<file path="src/rtl/vga_pkg.sv">
`timescale 1ns/1ps
// Shared 640x480@60 raster constants and sync polarity, imported by the
// timing stage and by the pattern generators.
package vga_pkg;
  localparam int VGA_H_VISIBLE = 640;
  localparam int VGA_H_FRONT   = 16;
  localparam int VGA_H_SYNC    = 96;
  localparam int VGA_H_BACK    = 48;
  localparam int VGA_H_TOTAL   = 800;
  localparam int VGA_V_VISIBLE = 480;
  localparam int VGA_V_FRONT   = 10;
  localparam int VGA_V_SYNC    = 2;
  localparam int VGA_V_BACK    = 33;
  localparam int VGA_V_TOTAL   = 525;

  localparam logic SYNC_POL = 1'b0;

  // Frames-per-advance mask: speed s advances once every 2^s frames.
  function automatic logic [2:0] speed_mask(input logic [1:0] speed);
    case (speed)
      2'd0:    speed_mask = 3'b000;
      2'd1:    speed_mask = 3'b001;
      2'd2:    speed_mask = 3'b011;
      default: speed_mask = 3'b111;
    endcase
  endfunction
endpackage

</file>
<file path="src/rtl/frame_pacer.sv">
`timescale 1ns/1ps
// Animation pacing: frame divider, pause, single-step capture and the
// one-cycle next_frame pulse aligned to the start of vertical blanking.
module frame_pacer
  import vga_pkg::*;
(
  input  logic       clk,
  input  logic       rst,
  input  logic       blank_start,
  input  logic [1:0] speed,
  input  logic       pause,
  input  logic       step,
  output logic       next_frame
);
  logic [2:0] fdiv_q, fdiv_d;
  logic       step_q, step_d;
  logic       step_pend_q, step_pend_d;
  logic       next_frame_q, next_frame_d;
  logic       step_rise;
  logic       div_evt;
  logic [2:0] mask;

  always_comb begin
    mask        = speed_mask(speed);
    step_rise   = step & ~step_q;
    div_evt     = ((fdiv_q & mask) == mask);
    step_d      = step;
    fdiv_d      = fdiv_q;
    step_pend_d = step_pend_q | step_rise;
    next_frame_d = 1'b0;
    // blank_start is the cycle before (0, V_VISIBLE); the registered pulse
    // lands on the blanking point itself. An edge seen here waits a frame.
    if (blank_start) begin
      next_frame_d = (div_evt & ~pause) | step_pend_q;
      step_pend_d  = step_rise;
      if (!pause) fdiv_d = fdiv_q + 3'd1;
    end
  end

  always_ff @(posedge clk or posedge rst) begin
    if (rst) begin
      fdiv_q       <= '0;
      step_q       <= 1'b0;
      step_pend_q  <= 1'b0;
      next_frame_q <= 1'b0;
    end else begin
      fdiv_q       <= fdiv_d;
      step_q       <= step_d;
      step_pend_q  <= step_pend_d;
      next_frame_q <= next_frame_d;
    end
  end

  assign next_frame = next_frame_q;
endmodule

</file>
<file path="src/rtl/vga_timing_pacer.sv">
`timescale 1ns/1ps
// VGA raster counters with registered active/sync decodes, plus the frame
// pacer that generates the animation advance pulse.
module vga_timing_pacer
  import vga_pkg::*;
#(
  parameter int H_VISIBLE = VGA_H_VISIBLE,
  parameter int H_FRONT   = VGA_H_FRONT,
  parameter int H_SYNC    = VGA_H_SYNC,
  parameter int H_BACK    = VGA_H_BACK,
  parameter int V_VISIBLE = VGA_V_VISIBLE,
  parameter int V_FRONT   = VGA_V_FRONT,
  parameter int V_SYNC    = VGA_V_SYNC,
  parameter int V_BACK    = VGA_V_BACK
) (
  input  logic       clk,
  input  logic       rst,
  input  logic [1:0] speed,
  input  logic       pause,
  input  logic       step,
  output logic [9:0] x,
  output logic [9:0] y,
  output logic       active,
  output logic       hsync,
  output logic       vsync,
  output logic       next_frame
);
  localparam logic [9:0] H_LAST   = 10'(H_VISIBLE + H_FRONT + H_SYNC + H_BACK - 1);
  localparam logic [9:0] V_LAST   = 10'(V_VISIBLE + V_FRONT + V_SYNC + V_BACK - 1);
  localparam logic [9:0] H_VIS    = 10'(H_VISIBLE);
  localparam logic [9:0] V_VIS    = 10'(V_VISIBLE);
  localparam logic [9:0] HS_FIRST = 10'(H_VISIBLE + H_FRONT);
  localparam logic [9:0] HS_LAST  = 10'(H_VISIBLE + H_FRONT + H_SYNC - 1);
  localparam logic [9:0] VS_FIRST = 10'(V_VISIBLE + V_FRONT);
  localparam logic [9:0] VS_LAST  = 10'(V_VISIBLE + V_FRONT + V_SYNC - 1);

  logic [9:0] x_q, x_d;
  logic [9:0] y_q, y_d;
  logic       active_q, active_d;
  logic       hsync_q, hsync_d;
  logic       vsync_q, vsync_d;
  logic       blank_start;

  // Decodes use the next counter value so they line up with x/y once registered.
  always_comb begin
    x_d = (x_q == H_LAST) ? '0 : x_q + 10'd1;
    y_d = y_q;
    if (x_q == H_LAST) y_d = (y_q == V_LAST) ? '0 : y_q + 10'd1;
    active_d    = (x_d < H_VIS) && (y_d < V_VIS);
    hsync_d     = ((x_d >= HS_FIRST) && (x_d <= HS_LAST)) ? SYNC_POL : ~SYNC_POL;
    vsync_d     = ((y_d >= VS_FIRST) && (y_d <= VS_LAST)) ? SYNC_POL : ~SYNC_POL;
    blank_start = (x_d == '0) && (y_d == V_VIS);
  end

  always_ff @(posedge clk or posedge rst) begin
    if (rst) begin
      x_q      <= '0;
      y_q      <= '0;
      active_q <= 1'b1;
      hsync_q  <= ~SYNC_POL;
      vsync_q  <= ~SYNC_POL;
    end else begin
      x_q      <= x_d;
      y_q      <= y_d;
      active_q <= active_d;
      hsync_q  <= hsync_d;
      vsync_q  <= vsync_d;
    end
  end

  frame_pacer u_pacer (
    .clk         (clk),
    .rst         (rst),
    .blank_start (blank_start),
    .speed       (speed),
    .pause       (pause),
    .step        (step),
    .next_frame  (next_frame)
  );

  assign x      = x_q;
  assign y      = y_q;
  assign active = active_q;
  assign hsync  = hsync_q;
  assign vsync  = vsync_q;
endmodule

</file>
<file path="config.mk">
export PLATFORM = sky130hd
export DESIGN_NAME = vga_timing_pacer
export DESIGN_NICKNAME = d
export VERILOG_FILES = /design/src/rtl/vga_pkg.sv /design/src/rtl/frame_pacer.sv /design/src/rtl/vga_timing_pacer.sv
export SDC_FILE = /design/constraint.sdc
export NUM_CORES = 1
export LEC_CHECK = 0
export ABC_AREA = 1
export BUFFER_PORTS_ARGS = -buffer_cell sky130_fd_sc_hd__buf_2
export CORE_MARGIN = 5
export CORE_UTILIZATION = 35
export CTS_BUF_LIST = sky130_fd_sc_hd__clkbuf_8 sky130_fd_sc_hd__clkbuf_16
export CTS_CLUSTER_DIAMETER = 150
export DETAILED_ROUTE_END_ITERATION = 8
export PLACE_DENSITY_LB_ADDON = 0.08
export SLEW_MARGIN = 10
export SYNTH_ARGS = -nofsm -noshare
export SYNTH_HDL_FRONTEND = slang
export SYNTH_HIERARCHICAL = 1
export SYNTH_SLANG_ARGS = --single-unit
export TNS_END_PERCENT = 1
</file>
<file path="constraint.sdc">
create_clock -name clk -period 4.5 [get_ports clk]
set_input_delay 0.45 -clock clk [delete_from_list [all_inputs] [get_ports clk]]
set_output_delay 0.45 -clock clk [all_outputs]
set_load 0.01 [all_outputs]
</file>
* Yosys cells after proc, flatten, opt, wreduce, memory -nomap -nowiden
Cells that the tools add are included.
W data, S select, Z words.
** Storage, ports and cells
- Memories :: 0
- Bits in writable memories :: 0
- ROM bits :: 0
- Output and inout bits :: 24
- Logic and storage cells :: 46
- Register bits after elaboration :: 29
- Bits in latches :: 0
- Input port bits :: 6
** Operators by class
- Reduce and logical (&&, ||, !) cells :: 7
- Add/subtract/negate cells :: 3
- Bitwise gates (word level) :: 7
- Mux-type cells :: 8
- Divide/modulo/power cells :: 0
- Order comparisons :: 6
- Multipliers :: 0
- Shifts and indexed selects :: 0
- Equality and inequality tests :: 6
** Operators by type and width (count)
- $mux W10 :: 3
- $add A10 B1 Y10 const B :: 2
- $eq A10 B10 Y1 const B :: 2
- $eq A10 B9 Y1 const B :: 1
- $ge A10 B10 Y1 const B :: 1
- $ge A10 B9 Y1 const B :: 1
- $le A10 B10 Y1 const B :: 1
- $le A10 B9 Y1 const B :: 1
- $logic_not A10 Y1 :: 1
- $lt A10 B10 Y1 const B :: 1
- $lt A10 B9 Y1 const B :: 1
- $pmux W3 S3 :: 1
- $logic_and A1 B1 Y1 :: 4
- $mux W1 :: 4
- $add A3 B1 Y3 const B :: 1
- $and A3 B3 Y3 :: 1
- $eq A3 B3 Y1 :: 1
- $and A1 B1 Y1 :: 2
- $eq A2 B1 Y1 const B :: 1
- $eq A2 B2 Y1 const B :: 1
- $logic_not A2 Y1 :: 1
- $not A1 Y1 :: 2
- $or A1 B1 Y1 :: 2
- $reduce_and A2 Y1 :: 1

* Logic depth before layout (Yosys ltp)
- Word-level depth :: 7
- Gate-level depth with buffers :: 17
- Mapped depth without buffers :: 16

* Hierarchy
Netlist, hierarchy kept.
** Modules (own cells, without submodules)
- vga_timing_pacer :: area an instance 1503.9 um^2, seq. area each 579.3 um^2, instances 1, cells each 214
- frame_pacer :: area an instance 269.0 um^2, seq. area each 150.1 um^2, instances 1, cells each 27

* Worst setup path before layout
OpenSTA, ideal clock, no wires.
- Path kind :: register to register
- Start point :: register x_q[0] (netlist: x[0])
- End point :: register u_pacer.fdiv_q[2]
- Arrival time :: 1991 ps
- Buffers on the path :: 1
- Stages on the path, launching flop included :: 18
- Slack :: 2388 ps
- Data required time :: 4379 ps
- Cells stage by stage :: dfrtp_1 > ha_1 > nand2_2 > clkinv_2 > nand2_4 > nor2_4 > buf_6 > nand3_1 > nand2_2 > nor2_1 > nand2_1 > nor2_1 > nand3_1 > nor2_1 > inv_1 > nor2_4 > nand2_1 > xor2_1
** Between the ends
- Longest elaborated chain between the ends :: 5
** RTL lines
- from (decl) :: line vga_timing_pacer.sv:37 : logic [9:0] x_q, x_d;
- from (signal assigned) :: line vga_timing_pacer.sv:57 : x_q <= '0;
- from (signal assigned) :: line vga_timing_pacer.sv:63 : x_q <= x_d;
- $eq A10 B10 Y1 :: line vga_timing_pacer.sv:48 : if (x_q == H_LAST) y_d = (y_q == V_LAST) ? '0 : y_q + 10'd1;
- $mux W10 :: line vga_timing_pacer.sv:48
- via y_d[0] :: line vga_timing_pacer.sv:38 : logic [9:0] y_q, y_d;
- $eq A10 B9 Y1 :: line vga_timing_pacer.sv:52 : blank_start = (x_d == '0) && (y_d == V_VIS);
- $logic_and A1 B1 Y1 :: line vga_timing_pacer.sv:52
- via blank_start :: line vga_timing_pacer.sv:42 : logic blank_start;
- $reduce_and A2 Y1 (no line)
- to (signal assigned) :: line frame_pacer.sv:47 : fdiv_q <= fdiv_d;
- to (decl) :: line frame_pacer.sv:15 : logic [2:0] fdiv_q, fdiv_d;
The timed path passes the listed nets, and every way through them passes these cells.
A chain may end at the register's enable or synchronous reset.

* Worst setup path after layout
- Start point :: register y_q[0] (netlist: y[0])
- End point :: register u_pacer.fdiv_q[2]
** Between the ends
- Longest elaborated chain between the ends :: 6
** RTL lines
- from (decl) :: line vga_timing_pacer.sv:38
- from (signal assigned) :: line vga_timing_pacer.sv:64 : y_q <= y_d;
- $add A10 B1 Y10 or $eq A10 B10 Y1 (tied branches) :: line vga_timing_pacer.sv:48
- $mux W10 (*) (2 in series) :: line vga_timing_pacer.sv:48
- via y_d[2] :: line vga_timing_pacer.sv:38
- $eq A10 B9 Y1 (*) :: line vga_timing_pacer.sv:52
- $logic_and A1 B1 Y1 (*) :: line vga_timing_pacer.sv:52
- via blank_start :: line vga_timing_pacer.sv:42
- $reduce_and A2 Y1 (no line) (*)
The timed path passes the listed nets; every way through them passes the cells marked *.

==> impl_metrics.csv <==
group,metric,value,unit
worst_setup_path,start_kind,"flop",
layout,finalNetCount,286,
layout,fin_util,41.4,%
worst_setup_path,crit-reg2reg-launch,"y[0]",
yosys,syn_area_per_cell,7.36,µm²
grt,antenna_found_initial,0,
layout,regArea,729,µm²
sta,relSlewSlack,39.5,%
floorplan,dieHeight,81.2,µm
clock_tree,cts_root_buffer,"clkbuf_8",
sta,tightest_slew,907,ps
sta,setup-violations-final,0,
worst_setup_path,critPathArrivalTime,2560,ps
sta,max_freq,417,MHz
floorplan,start_util,35.4,%
grt,overflow,0,
clock_tree,cts_resized,0,
sta,clock_skew,6.18,ps
clock_tree,cts_tree,"yes",
clock_tree,cts-htree-levels,2,
floorplan,rows,26,
yosys,synthCells,241,
layout,areaGrowthSynthToFinish,16.9,%
power_and_ir_drop,p_clk_share,44.1,%
yosys,synthesis.area,1770,µm²
worst_setup_path,cp_cell_sequence,"inv_2 -> ha_1 -> nand2_1 -> nor2_1 -> nand3_1 -> nand4_1 -> o21ai_0 -> nor2_1 -> nand3_1 -> nor2_1 -> inv_1 -> nor2_4 -> nand2_1 -> xor2_1",
layout,diodes,0,
worst_setup_path,max_stage_delay,460,ps
route,drt_iter0_drc,48,
grt,grt_usage,14.4,%
clock_tree,numCtsBuffers,5,
grt,grt_pass1_wl,7230,µm
worst_setup_path,crit_top_cell,"nor2_1",
placed_design,place_congestion,0.852,
clock_tree,hold_buffers,0,
clock_tree,clk_latency,280,ps
power_and_ir_drop,seq_power_share,53.8,%
yosys,synth.distinct_cells,26,
route,antenna_left,0,
sta,fin_crit_sh,53.3,%
worst_setup_path,cp-startpoint,"y[0]",
grt,grt_pass1_vias,1580,
sta,min_period,2400,ps
worst_setup_path,critical-path-slowest-cell,"dfrtp_1",
outcome,status,"complete, no violations",
min_path,min-delay-path-class,"in -> async",
worst_setup_path,cp_max_fo,6,
route,drcViolationCount,0,
power_and_ir_drop,power.static_leakage,1.18,nW
floorplan,dieArea,6590,µm²
floorplan,die_x,81.2,µm
power_and_ir_drop,p_int,0.384,mW
worst_setup_path,worstSetupPathType,"reg -> reg",
grt,grt_max_degree,24,
yosys,yosysWarningCount,6,
power_and_ir_drop,switching_power,0.103,mW
yosys,seq_area_frac_synth,41.1,%
power_and_ir_drop,switching_share,21.2,%
layout,multi_input_area,838,µm²
yosys,syn_nets,252,
sta,hold_viol_final,0,
route,post_drt_wl_per_cell,11.8,µm
route,first_pass_iters,4,
power_and_ir_drop,power_density,235,nW/µm²
route,wl,4090,µm
sta,tns,0,ps
flow_run,maxCapViolations,0,
clock_tree,cts.clk_slew.worst_paths,60,ps
power_and_ir_drop,p_comb_share,2.1,%
route,via_count,1586,
clock_tree,cts_sinks,29,
worst_setup_path,end_kind,"flop",
sta,slew_viol_final,0,
sta,rsz0062_at_grt,"no",
floorplan,ios,30,
worst_setup_path,crit_required,4670,ps
floorplan,fp.coreArea,5010,µm²
placed_design,hpwl,3170,µm
route,vias_per_cell,4.58,
clock_tree,cts_buffer_depth,2,
placed_design,port_buffers,29,
worst_setup_path,rrSetupSlack,2100,ps
yosys,ys_ff_latch,29,
power_and_ir_drop,vdd_drop_max,0.125,mV
clock_tree,post_cts_buffers,0,
layout,n_fill_cell,563,
layout,layout-drive-gt1-share,20.3,%
## logic make-up (layout without fill, tap and decap cells)
family,after synthesis,in the layout,synth area share [%]
AOI/OAI and AO/OA,14,14,4.94
xor gates and xnor gates,4,4,1.98
adders and majority gates,5,5,3.53
buffers and inverters,50,85,11.6
DFF,29,29,41.1
and+or+nand+nor,139,139,36.8
## synthesized netlist by cell type
| master | count | area, µm² |
|---|---|---|
| nand2_1 | 68 | 255 |
| inv_1 | 45 | 169 |
| dfrtp_1 | 26 | 651 |
| nor2_1 | 25 | 93.8 |
| nand3_1 | 20 | 100 |
| nand4_1 | 12 | 75.1 |
| ha_1 | 5 | 62.6 |
| nand2_2 | 4 | 25.0 |
| o21ai_0 | 4 | 20.0 |
| xor2_1 | 4 | 35.0 |
| dfstp_2 | 3 | 78.8 |
| nor2_4 | 3 | 33.8 |
| o21bai_1 | 3 | 22.5 |
| a21oi_1 | 2 | 10.0 |
| a21oi_2 | 2 | 17.5 |
| buf_6 | 2 | 22.5 |
| clkinv_2 | 2 | 10.0 |
| nand3_2 | 2 | 20.0 |
| o22ai_1 | 2 | 12.5 |
| inv_2 | 1 | 3.75 |
| nand2_4 | 1 | 11.3 |
| nand3_4 | 1 | 17.5 |
| nor2_2 | 1 | 6.26 |
| nor3_1 | 1 | 5.00 |
| nor3_2 | 1 | 10.0 |
| o21ai_1 | 1 | 5.00 |
## final timing paths
kind | to | depth (start not counted)
max in group asynchronous | y[0] | 2
max reg2reg | u_pacer/fdiv_q[2] | 14
min in group clk | u_pacer/step_q | 1
min | u_pacer/fdiv_q[2] | 2
max | u_pacer/fdiv_q[2] | 14
min reg2reg | u_pacer/step_pend_q | 1
## flip-flops by register name (all words and copies together) (netlist names)
name and flops:
y 10, vsync 1, x 10, u_pacer/next_frame 1, u_pacer/step_q 1, u_pacer/step_pend_q 1, hsync 1, u_pacer/fdiv_q 3
active 1
## worst max-delay path: cells and delay by family (launching register included)
| kind | cells | cell delay (ps) |
|---|---|---|
| compound gates | 1 | 120 |
| xor+xnor | 1 | 140 |
| fa+ha+maj | 1 | 150 |
| buf+inv | 2 | 230 |
| flops | 1 | 460 |
| simple gates | 9 | 1190 |
## stage by stage
step	power, mW	worst slack, ps	hold slack [ps]	area (µm²)	instances
detailed placement	0.278	2090	391	1980	338
floorplan	0.273	2390	241	1770	241
global route	0.511	1760	115	2070	346
finish	0.488	2100	82.9	2070	346
CTS	0.499	2060	83.6	2070	346
global placement	0.278	2090	385	1980	338
## cell type report
cell class	instances	share of cell area [%]
Multi-Input combinational cell	162	40.4
Sequential cell	29	35.2
Inverter	48	8.81
Timing Repair Buffer	29	7.00
Tap cell	70	4.22
Clock buffer	6	3.98
Clock inverter	2	0.362
## power groups by stage
stage | sequential, mW | combinational, mW | clock [mW]
2_1_floorplan | 0.267 | 0.00563 | 0
3_3_place_gp | 0.267 | 0.0110 | 0
3_5_place_dp | 0.267 | 0.0110 | 0
4_1_cts | 0.262 | 0.0109 | 0.225
5_1_grt | 0.262 | 0.0124 | 0.237
6_report | 0.263 | 0.0101 | 0.215
## per-layer routing
| layer | up-vias | part of all wire (%) | wire, µm | GRT usage (%) |
|---|---|---|---|---|
| li1 | 820 | - | - | - |
| met1 | 730 | 46 | 1860 | 18.0 |
| met2 | 30 | 48 | 1970 | 23.5 |
| met3 | 6 | 4.7 | 191 | 4.32 |
| met4 | 0 | 1.4 | 57 | 4.90 |
| met5 | - | 0 | 0 | 0 |
## layout by cell type (no fill, tap or decap), drive strengths merged
cell,count
nor3,2
ha,5
o22ai,2
clkinv,2
nand2,73
inv,48
nand3,23
xor2,4
clkbuf,6
o21ai,5
dfstp,3
buf,29
nor2,29
a21oi,4
o21bai,3
dfrtp,26
nand4,12
Note: power is estimated with default switching activity, not from simulation.
